===== src/rtl/ram_arbiter.sv =====
// ram_arbiter: hands the 16-word RAM to the CPU datapath or the front-panel loader.
// The loader is granted only at an instruction boundary or while halted, and the sequencer stalls throughout.
`default_nettype none

module ram_arbiter #(
    parameter int ADDR_W = 4,
    parameter int DATA_W = 8,
    parameter int CNT_W  = 8
) (
    input  logic              clk,
    input  logic              rst_n,
    input  logic              cpu_mi,
    input  logic              cpu_ri,
    input  logic              cpu_ro,
    input  logic [DATA_W-1:0] cpu_bus_in,
    input  logic              cpu_boundary,
    input  logic              cpu_halted,
    output logic [DATA_W-1:0] cpu_rdata,
    output logic              cpu_stall,
    input  logic              ld_lock,
    input  logic              ld_valid,
    output logic              ld_ready,
    input  logic              ld_we,
    input  logic [ADDR_W-1:0] ld_addr,
    input  logic [DATA_W-1:0] ld_wdata,
    output logic              ld_rvalid,
    output logic [DATA_W-1:0] ld_rdata,
    output logic [CNT_W-1:0]  ld_wr_count,
    output logic [ADDR_W-1:0] ram_addr,
    output logic              ram_we,
    output logic [DATA_W-1:0] ram_wdata,
    input  logic [DATA_W-1:0] ram_rdata
);

    typedef enum logic [1:0] {
        ST_CPU     = 2'd0,
        ST_LD_IDLE = 2'd1,
        ST_LD_WR   = 2'd2,
        ST_LD_RD   = 2'd3
    } state_t;

    state_t            state_q, state_d;
    logic [ADDR_W-1:0] mar_q, mar_d;
    logic [ADDR_W-1:0] op_addr_q, op_addr_d;
    logic [DATA_W-1:0] op_wdata_q, op_wdata_d;
    logic [DATA_W-1:0] ld_rdata_q, ld_rdata_d;
    logic              ld_rvalid_q, ld_rvalid_d;
    logic              cpu_stall_q, cpu_stall_d;
    logic [CNT_W-1:0]  wr_count_q, wr_count_d;
    logic              ram_we_raw;

    always_comb begin
        state_d     = state_q;
        mar_d       = mar_q;
        op_addr_d   = op_addr_q;
        op_wdata_d  = op_wdata_q;
        ld_rdata_d  = ld_rdata_q;
        ld_rvalid_d = 1'b0;
        wr_count_d  = wr_count_q;
        ld_ready    = 1'b0;
        ram_addr    = mar_q;
        ram_we_raw  = 1'b0;
        ram_wdata   = cpu_bus_in;
        cpu_rdata   = '0;

        case (state_q)
            ST_CPU: begin
                // MI and RI together: the write below uses the old mar
                ram_we_raw = cpu_ri;
                cpu_rdata  = cpu_ro ? ram_rdata : '0;
                if (cpu_mi) begin
                    mar_d = cpu_bus_in[ADDR_W-1:0];
                end
                if (ld_lock && (cpu_boundary || cpu_halted)) begin
                    state_d = ST_LD_IDLE;
                end
            end
            ST_LD_IDLE: begin
                ld_ready = ld_lock;
                if (!ld_lock) begin
                    state_d = ST_CPU;
                end else if (ld_valid) begin
                    op_addr_d  = ld_addr;
                    op_wdata_d = ld_wdata;
                    state_d    = ld_we ? ST_LD_WR : ST_LD_RD;
                end
            end
            ST_LD_WR: begin
                ram_addr   = op_addr_q;
                ram_wdata  = op_wdata_q;
                ram_we_raw = 1'b1;
                if (wr_count_q != {CNT_W{1'b1}}) begin
                    wr_count_d = wr_count_q + CNT_W'(1);
                end
                state_d = ST_LD_IDLE;
            end
            ST_LD_RD: begin
                ram_addr    = op_addr_q;
                ld_rdata_d  = ram_rdata;
                ld_rvalid_d = 1'b1;
                state_d     = ST_LD_IDLE;
            end
            default: begin
                state_d = ST_CPU;
            end
        endcase

        cpu_stall_d = (state_d != ST_CPU);
    end

    always_ff @(posedge clk or negedge rst_n) begin
        if (!rst_n) begin
            state_q     <= ST_CPU;
            mar_q       <= '0;
            op_addr_q   <= '0;
            op_wdata_q  <= '0;
            ld_rdata_q  <= '0;
            ld_rvalid_q <= 1'b0;
            cpu_stall_q <= 1'b0;
            wr_count_q  <= '0;
        end else begin
            state_q     <= state_d;
            mar_q       <= mar_d;
            op_addr_q   <= op_addr_d;
            op_wdata_q  <= op_wdata_d;
            ld_rdata_q  <= ld_rdata_d;
            ld_rvalid_q <= ld_rvalid_d;
            cpu_stall_q <= cpu_stall_d;
            wr_count_q  <= wr_count_d;
        end
    end

    // Gate the strobe with reset so an interrupted write never reaches the RAM
    assign ram_we      = ram_we_raw & rst_n;
    assign cpu_stall   = cpu_stall_q;
    assign ld_rvalid   = ld_rvalid_q;
    assign ld_rdata    = ld_rdata_q;
    assign ld_wr_count = wr_count_q;

endmodule

`default_nettype wire


===== config.mk =====
export PLATFORM = sky130hd
export DESIGN_NAME = ram_arbiter
export DESIGN_NICKNAME = d
export VERILOG_FILES = /design/src/rtl/ram_arbiter.sv
export SDC_FILE = /design/constraint.sdc
export NUM_CORES = 1
export LEC_CHECK = 0
export CAP_MARGIN = 5
export CORE_MARGIN = 5
export CORE_UTILIZATION = 46
export CTS_BUF_LIST = sky130_fd_sc_hd__clkbuf_8
export DETAILED_ROUTE_END_ITERATION = 8
export GPL_TIMING_DRIVEN = 0
export PLACE_DENSITY = 0.87
export SKIP_LAST_GASP = 1
export SYNTH_ARGS = -nofsm -noshare
export SYNTH_HDL_FRONTEND = slang
export SYNTH_SLANG_ARGS = --single-unit

===== constraint.sdc =====
create_clock -name clk -period 4 [get_ports clk]
set_input_delay 0.4 -clock clk [delete_from_list [all_inputs] [get_ports clk]]
set_output_delay 0.4 -clock clk [all_outputs]
set_load 0.05 [all_outputs]

# Word-level counts from Yosys, hierarchy flattened
# Cells that the tools add are included.
dict set report classes {
  add_sub_neg 1
  eq_ne 4
  mux 12
  n_bitwise 1
  n_reduce_logical 8
}
# op count
set ops {}
lappend ops {{8-bit two-way mux} 3}
lappend ops {{8-bit by 1-bit adder with 8-bit output, second input constant} 1}
lappend ops {{8-bit != test, second input constant} 1}
lappend ops {{2-bit two-way mux} 3}
lappend ops {{2-bit case mux with 3 select lines} 1}
lappend ops {{2-bit equality test, second input constant} 2}
lappend ops {{4-bit two-way mux} 1}
lappend ops {{2-bit AND reduction} 2}
lappend ops {{1-bit two-way mux} 3}
lappend ops {{3-bit AND reduction} 1}
lappend ops {{2-bit by 1-bit equality test with 1-bit output, second input constant} 1}
lappend ops {{2-bit logical NOT} 1}
lappend ops {{1-bit case mux with 2 select lines} 1}
lappend ops {{2-bit nonzero test} 1}
lappend ops {{2-bit OR reduction} 1}
lappend ops {{1-bit AND} 1}
lappend ops {{1-bit logical AND} 1}
lappend ops {{1-bit logical OR} 1}
dict set report totals {
  regBits 36
  input_bits 38
  output_inout_bits 40
  elab_cells 34
}

# Depth between registers and ports, before layout
# Gate-level depths: netlist of the first run.
dict set report logic_depth {
  ltp_word 5
  mapped_depth 5
  mapped_depth_nobuf 4
}

# Worst setup path before layout of the first run
# OpenSTA, ideal clock, no wires.
dict set report synth_timing {
  path_type {register -> output}
  from {reg state_q[1]}
  to {out ram_we}
  arrival_ps 1746
  required_time_ps 3600
  slack_ps 1854
  path_stages_with_launch 4
  n_path_buf 1
  path_cell_list {dfrtp_1 > buf_4 > nor2_1 > nor3b_1}
}
dict set report synth_between {
  elab_chain_cells 3
  elab_cells_between_ends 4
  classes_between {eq/ne: 1; mux: 1; bitwise: 1; reduce/logical: 1}
}
# item line
set synth_lines {}
lappend synth_lines {{start, declared} 42} ;# state_t state_q, state_d;
lappend synth_lines {{start signal, assigned} 122} ;# state_q <= state_d;
lappend synth_lines {{2-bit equality test / 2-bit logical NOT (equally long branches)} 66} ;# case (state_q)
lappend synth_lines {{1-bit case mux with 2 select lines (*)} 66}
lappend synth_lines {{1-bit AND (*)} 134} ;# assign ram_we = ram_we_raw & rst_n;
lappend synth_lines {{end, declared} 30} ;# output logic ram_we,
# Every way passes the cells marked *; elsewhere a longest branch is shown, timed or not.

# Worst setup path in the final report of the first run
dict set report layout_timing {
  from {reg state_q[1]}
  to {out cpu_rdata[4]}
}
dict set report layout_between {
  elab_chain_cells 2
}
# item line
set layout_lines {}
lappend layout_lines {{2-bit logical NOT} 66}
lappend layout_lines {{8-bit two-way mux} 66}
lappend layout_lines {{end, declared} 18} ;# output logic [DATA_W-1:0] cpu_rdata,
# Every way passes these cells.

==> results of run 1 <==
==> flip-flops by register name (all words and copies together), names as in the netlist <==
register     cells
op_addr_q        4
ld_wr_count      8
cpu_stall        1
ld_rdata         8
op_wdata_q       8
state_q          2
mar_q            4
ld_rvalid        1
==> final cells by class <==
class                   count  area [sq um]  share of cell area [%]
inverters                   3         11.26                  0.4269
flip-flops and latches     36         900.9                   34.16
clock buffers               6         82.58                   3.131
plain buffers               4         33.78                   1.281
multi-input cells          85         775.7                   29.41
well taps                  48         60.06                   2.277
clock inverters             2         7.507                  0.2846
repair buffers             77         765.7                   29.03
==> synth_stat cells <==
master | n | share of area (%)
sky130_fd_sc_hd__mux2_2 | 30 | 20
sky130_fd_sc_hd__nand3_1 | 1 | 0.29
sky130_fd_sc_hd__and4_1 | 1 | 0.51
sky130_fd_sc_hd__nand2_2 | 1 | 0.36
sky130_fd_sc_hd__mux2_4 | 9 | 7.8
sky130_fd_sc_hd__ha_1 | 1 | 0.73
sky130_fd_sc_hd__o21ai_0 | 1 | 0.29
sky130_fd_sc_hd__a31oi_1 | 1 | 0.36
sky130_fd_sc_hd__nand2b_1 | 1 | 0.36
sky130_fd_sc_hd__nor3_1 | 2 | 0.58
sky130_fd_sc_hd__xnor2_1 | 2 | 1.0
sky130_fd_sc_hd__and3_1 | 2 | 0.73
sky130_fd_sc_hd__nor2b_1 | 1 | 0.36
sky130_fd_sc_hd__nor3b_2 | 1 | 0.73
sky130_fd_sc_hd__nand3b_1 | 1 | 0.44
sky130_fd_sc_hd__nand4_1 | 3 | 1.1
sky130_fd_sc_hd__nand2_1 | 3 | 0.65
sky130_fd_sc_hd__and3b_1 | 1 | 0.51
sky130_fd_sc_hd__buf_6 | 1 | 0.65
sky130_fd_sc_hd__nor2_1 | 3 | 0.65
sky130_fd_sc_hd__inv_1 | 3 | 0.65
sky130_fd_sc_hd__a211oi_1 | 1 | 0.44
sky130_fd_sc_hd__nor3b_1 | 2 | 0.87
sky130_fd_sc_hd__a21oi_1 | 3 | 0.87
sky130_fd_sc_hd__a311oi_1 | 1 | 0.51
sky130_fd_sc_hd__o211ai_1 | 1 | 0.44
sky130_fd_sc_hd__xor2_1 | 1 | 0.51
sky130_fd_sc_hd__a21o_1 | 1 | 0.44
sky130_fd_sc_hd__buf_4 | 3 | 1.3
sky130_fd_sc_hd__and2_1 | 8 | 2.9
sky130_fd_sc_hd__nand4b_1 | 1 | 0.51
sky130_fd_sc_hd__dfrtp_1 | 36 | 52
sky130_fd_sc_hd__o21bai_1 | 1 | 0.44
==> how the worst max path moves through the flow <==
| stage | start | to | slack [ps] |
|---|---|---|---|
| floorplan | state_q[1] | ram_we | 1850 |
| global placement | rst_n | ram_we | 470 |
| detailed placement | cpu_ro | cpu_rdata[0] | 1150 |
| CTS | state_q[1] | cpu_rdata[0] | 1040 |
| global route | state_q[1] | cpu_rdata[6] | 960 |
| finish | state_q[1] | cpu_rdata[4] | 1070 |
==> per-stage QoR <==
stage	instance area (sq um)	worst slack [ps]	std cells	utilization, %	hold slack (ps)
6_report	2638	1075	261	72.59	181.7
5_1_grt	2638	961.1	261	72.59	255.2
4_1_cts	2638	1039	261	72.59	210.5
3_5_place_dp	2547	1149	253	70.11	486.9
3_3_place_gp	2552	470.4	253	70.25	485.1
2_1_floorplan	1722	1854	128	-	104.4
==> per-layer routing <==
layer  global-route usage, %  up-vias
li1                        -      625
met1                   20.43      654
met2                   30.82       68
met3                   7.813        7
met4                   7.098        0
met5                       0        -
==> cell usage in the layout, fill, tap and decap left out, drive strengths merged, types with 2 or more instances in the layout <==
| cell type | instances |
|---|---|
| xnor2 | 2 |
| and2 | 8 |
| nor3b | 3 |
| clkbuf | 6 |
| clkdlybuf4s50 | 76 |
| mux2 | 39 |
| buf | 5 |
| nor3 | 2 |
| dfrtp | 36 |
| nand2 | 4 |
| a21oi | 3 |
| nor2 | 3 |
| nand4 | 3 |
| and3 | 2 |
| inv | 5 |
==> cell families (layout without fill, tap and decap cells) <==
| logic type | after synthesis | after routing |
|---|---|---|
| mux | 39 | 39 |
| flops | 36 | 36 |
| simple gates | 32 | 32 |
| compound gates | 10 | 10 |
| buf+inv | 7 | 92 |
| xor+xnor | 3 | 3 |
| fa+ha+maj | 1 | 1 |
==> power breakdown <==
part,internal [mW],switching [mW]
clock,0.135,0.122
combinational,0.248,0.340
sequential,0.453,0.0640
==> worst register-to-register path: cells and delay by family, from the launching register on <==
| family | cells | cell delay (ps) |
|---|---|---|
| flip-flops | 1 | 420 |
| multiplexers | 1 | 380 |
| AND/OR/NAND/NOR | 1 | 170 |
| adder cells (fa/ha/maj) | 1 | 250 |
| AO/OA/AOI/OAI | 1 | 340 |
==> results.md, run 1 <==
- CTS H-Tree Depth: 2
- Multiplexer share of the synthesized area: 27.47%
- Clk_lat worst skew: 290 ps
- Worst reg2reg endpoint: ld_wr_count[1]
- Data arrival at the endpoint of the critical path: approximately 2500 ps
- Count of hold-fix buffers inserted at cts: 0
- Global-route wire length before repair: about 7.2 mm
- Minimum period implied by the final worst setup slack: 2925 ps
- Maximum number of pins on one net before global-route repair: 38
- Synthesis-to-layout area growth: 53.20%
- Synth cell types: 33
- Starting density of the core: a little under half
- Synth Area in Simple Gates: 11.56%
- Rows: 22
- Slowest cell on crit path: sky130_fd_sc_hd__clkdlybuf4s50_1
- Ordered cell list for the critical path: buf_4 -> nor3b_1 -> and2_1 -> clkdlybuf4s50_1
- Routed vias: 1354
- Combined buffer and inverter count along the critical path: 2
- Worst reg2reg path startpoint: ld_wr_count[0]
- Register bit total from synthesis: 36
- Area enclosed by the die boundary: 0.005066 sq mm
- Fill cells: 282
- Post-synthesis compound-gate area fraction: 3.779%
- Critical path fanouts, max: 10
- CTS tree: done
- Cell count after synthesis: approximately 130
- Antenna-violating nets left: 0
- Setup Fix Bufs, Post-CTS: 0
- Warning count from the yosys run: 0
- Stages on worst setup path: 4
- Post-synthesis area per instance: roughly 13 sq um
- Met2 wire len: roughly 2.1 mm
- Cell at the root of the clock tree: sky130_fd_sc_hd__clkbuf_8
- Number of nets in the finished design: 251
- Die height: approximately 71 microns
- Vias per cell: 5.188
- Power per unit of standard cell area: 516.4 mW/mm^2
- Clock transition at path regs: 70 ps
- CTS sink cnt: 36
- Number of buffers between clock root and the deepest sink: 2
- Antenna violations before repair: 0
- Number of global-route vias before repair: 1508
- First-iteration detailed-routing DRC count: 17
- Main combinational cell family by area after synthesis: multiplexers
- Count of buffers from port buffering: 77
- Overall power consumption: 1.362 mW
- Status: complete, no violations
- Startpoint type of the worst setup path: flip-flop
- Detailed placer's ending HPWL: 3.482 mm
- Number of top-level pins: just under 80
- Worst setup slack for register-to-register paths: 2320 ps
- WL/cell: ~17 microns
- Number of cell instances on the worst register-to-register path: 4
- Number of gates given a new drive strength after cts: 0
- Detail Route met3 WL: around 400 microns
- Pin slew with the least headroom to its limit: 768.7 ps
- Final setup violating endpoints: 0
- Family with the most delay on the worst path: buffers and inverters
- # DRC: 0
- P_leak: 1.148 nW
- RePlAce Congestion: 0.8352
- Tightest Hold Check Type: in2async
- Fraction of layout instances using a drive strength above 1: 24.41%
- Core footprint: around 0.0036 sq mm
- ANT cells: 0
- Number of optimization iterations in the first detailed-route pass: 4
- Proportion of synthesized chip area in sequential cells: 52.33%
- Max-Slew Margin vs Limit: 48.76%
- Syn nets: 167
- Worst clock skew: around 9 ps
- WP data required: 3600 ps
- GRT overflow: 0
- Global routing usage summed across all routing layers: 18.32%
- Sum Neg Setup Slack: 0 ps
- Peak supply drop: 0.3234 mV
- Final-report max-slew violation count: 0
- Largest stage delay on the critical path: 800 ps
- Metal1 wirelength: 1.773 mm
- Max-cap violation count: 0
- Max Clock Freq: 341.9 MHz
- Type of the worst setup path: reg2out
- Horizontal die dimension: 71.18 microns
- CTS buffer count: 5
- Post-synthesis xor/xnor area fraction: 1.526%
- Total detailed-routing wirelength: between 4 and 5 mm
- RSZ-0062 raised after global routing: false
- Final hold violation count: 0
- Ratio of final minimum period to clock period: 73.13%
- Crit end category: output pin
- Synthesized cell area: ~0.0017 sq mm
- Highest routing layer actually used: met4
- Area share of fa/ha/maj cells after synthesis: 0.7267%
Power figures use the tool's default switching activity.
==> run 2, diff against run 1 <==
- CORE_UTILIZATION: 46 -> 39
- PLACE_DENSITY: 0.87 -> 0.79
- clock period: 4 -> 2.4 ns (I/O delays scaled with it)
==> run 2 against run 1 <==
Non-clock buffer count is 2 higher. Clock power up 75%. Global-route usage is 4.4 points lower. Cell count increased by 1.9%. Sequential cell count did not move. Setup slack got worse by 940 ps. Critical endpoint is now ram_we. Sequential share of layout area decreased by 0.45 points. Cell area rose by 1.3%. Die area increased by 15%. Count of clock-buffer cells in the layout grew 1. Via count is 1.3% lower. Wire length shrank 9.7%.
==> results.md, run 2 (synthesis gave the netlist of run 1 again) <==
- Final hold violation count: 0 (unchanged)
- Max Clock Freq: 441.5 MHz
- Rows: 24 (+9.1%)
- Routed vias: 1336 (-1.3%)
- Startpoint type of the worst setup path: flip-flop
- Sum Neg Setup Slack: 0 ps (unchanged)
- Status: complete, no violations
- CTS H-Tree Depth: 2 (unchanged)
- Clk_lat worst skew: 280 ps (about the same)
- Max-Slew Margin vs Limit: 65.42% (+17 points)
- Most common library cell in the layout ignoring fill and taps: sky130_fd_sc_hd__clkdlybuf4s50_1
- Crit end category: output pin
- Critical path fanouts, max: 10 (unchanged)
- WL/cell: 14.92 microns (-11%)
- Clock transition at path regs: 70 ps (about the same)
- ANT cells: 0 (unchanged)
- Worst setup slack after placement: -173.2 ps (-1322 ps)
- Core footprint: 0.004324 sq mm (+19%)
- Multi-input gate area in the final layout: 783.3 sq um (+0.97%)
- Area taken by flip-flops and latches: 900.9 sq um (unchanged)
- CTS sink cnt: 36 (unchanged)
- Data arrival at the endpoint of the critical path: 2020 ps (-510 ps)
- Starting density of the core: 39.81% (-7.6 points)
- P_leak: 1.217 nW (+6.0%)
- Overall power consumption: 2.264 mW (+66%)
- Cell area after layout: 0.002673 sq mm (+1.3%)
- WP data required: 2160 ps (-1440 ps)
- Fill cells: 370 (+31%)
- Worst clock skew: 5.702 ps (-3.361 ps)
- Synthesis-to-layout area growth: 55.23%
- Power per unit of standard cell area: 847.1 mW/mm^2 (+64%)
- Number of buffers between clock root and the deepest sink: 2 (unchanged)
- Die height: 76.44 microns (+7.4%)
- RePlAce Congestion: 0.8433 (+0.97%)
- Global-route wire length before repair: 6.527 mm (-9.6%)
- Final-report max-slew violation count: 0 (unchanged)
- Minimum period implied by the final worst setup slack: 2265 ps
- Layout Utilization: 61.81% (-11 points)
- Detailed placer's ending HPWL: 3.011 mm (-14%)
- Number of global-route vias before repair: 1399 (-7.2%)
- GRT overflow: 0 (unchanged)
- # DRC: 0 (unchanged)
- Area enclosed by the die boundary: 0.005843 sq mm (+15%)
- Total detailed-routing wirelength: 3.968 mm (-9.7%)
- Final setup violating endpoints: 0 (unchanged)
- CTS tree: done
- Global routing usage summed across all routing layers: 13.90% (-4.4 points)
- Worst reg2reg endpoint: ld_wr_count[1]
- Worst setup slack for register-to-register paths: 770 ps (-1550 ps)
- Peak supply drop: 0.5436 mV (+68%)
- Number of top-level pins: 78 (unchanged)
- Worst Setup EP: ram_we
- Number of nets in the finished design: 253 (+0.80%)
- Launching element of the worst setup path: state_q[1]
- Highest-count cells in the layout ignoring fill and taps: sky130_fd_sc_hd__clkdlybuf4s50_1 (60), sky130_fd_sc_hd__dfrtp_1 (36), sky130_fd_sc_hd__mux2_2 (30)
- Number of cell instances on the worst register-to-register path: 4 (unchanged)
- Count of buffers from port buffering: 77 (unchanged)
- Worst reg2reg path startpoint: ld_wr_count[0]
- Maximum number of pins on one net before global-route repair: 38 (unchanged)
- Type of the worst setup path: reg2out
- Tightest Hold Check Type: in2async
- RSZ-0062 raised after global routing: false
- Vias per cell: 5.023 (-3.2%)
- CTS buffer count: 5 (unchanged)
- First-iteration detailed-routing DRC count: 64 (+47)
- Cell at the root of the clock tree: sky130_fd_sc_hd__clkbuf_8
- Minimum setup slack in the final design: 135.0 ps (-939.8 ps)
- Horizontal die dimension: 76.44 microns (+7.4%)
- Pin slew with the least headroom to its limit: 517.1 ps (-251.5 ps)
- Fraction of layout instances using a drive strength above 1: 26.17% (+1.8 points)
- Ratio of final minimum period to clock period: 94.37%
- Antenna violations before repair: 0 (unchanged)
- Antenna-violating nets left: 0 (unchanged)
- Max-cap violation count: 0 (unchanged)
- Placed Instance Area: 0.002552 sq mm (+0.20%)
- Number of optimization iterations in the first detailed-route pass: 4 (unchanged)
-- run 2: cell count changes in the layout (fill, tap and decap cells not counted), sizes merged --
cell and change:
clkbuf +2, clkdlybuf4s50 -16, dlygate4sd2 +15, dlygate4sd3 +1
dlymetal6s2s +1, inv -2
-- run 2: routing by layer --
layer | GRT usage (%) | wire [microns] | up-vias
met4 | 6.818 | 59 | 0
li1 | - | - | 631
met3 | 6.028 | 418 | 5
met5 | 0 | 0 | -
met1 | 15.60 | 1616 | 640
met2 | 22.43 | 1874 | 60
-- run 2: timing repair --
| action | in CTS | in global routing |
|---|---|---|
| hold buffers | 0 | 2 |
| hold endpoints to repair | 0 | 36 |
| resized for setup | 16 | 3 |
| gates cloned | 0 | 0 |
| setup endpoints to repair | 16 | 9 |
| setup buffers | 0 | 0 |
-- run 2: cell type report --
| type | count | area share (%) |
|---|---|---|
| well taps | 52 | 2.434 |
| inverters | 3 | 0.4213 |
| flip-flops and latches | 36 | 33.71 |
| clock buffers | 7 | 3.605 |
| repair buffers | 79 | 29.26 |
| multi-input cells | 85 | 29.31 |
| plain buffers | 4 | 1.264 |
-- run 2: per-stage QoR --
stage / hold slack [ps] / cells
floorplan: -55.59 / 128
global placement: 485.1 / 257
detailed placement: 390.2 / 257
CTS: 70.44 / 264
global route: 502.9 / 266
finish: 475.9 / 266
-- run 2: worst min-delay path by stage --
stage,start,end,slack (ps),depth (start not counted)
5_1_grt,rst_n,op_wdata_q[6],500,3
3_5_place_dp,rst_n,op_wdata_q[6],390,1
3_3_place_gp,op_addr_q[3],op_addr_q[3],490,1
4_1_cts,rst_n,op_wdata_q[6],70,1
6_report,rst_n,op_wdata_q[6],480,3
2_1_floorplan,rst_n,cpu_stall,-60,0
-- run 2: where the power goes --
group	total, mW	internal (mW)	switching [mW]
Clock	0.449	0.255	0.194
Sequential	0.851	0.754	0.0967
Combinational	0.964	0.406	0.558
-- run 2: worst max-delay path, cell delays in order (launching register included) --
cell,delay (ps)
sky130_fd_sc_hd__dfrtp_1,440
sky130_fd_sc_hd__buf_4,230
sky130_fd_sc_hd__nor2_1,60
sky130_fd_sc_hd__nor3b_1,180
sky130_fd_sc_hd__clkdlybuf4s50_1,840
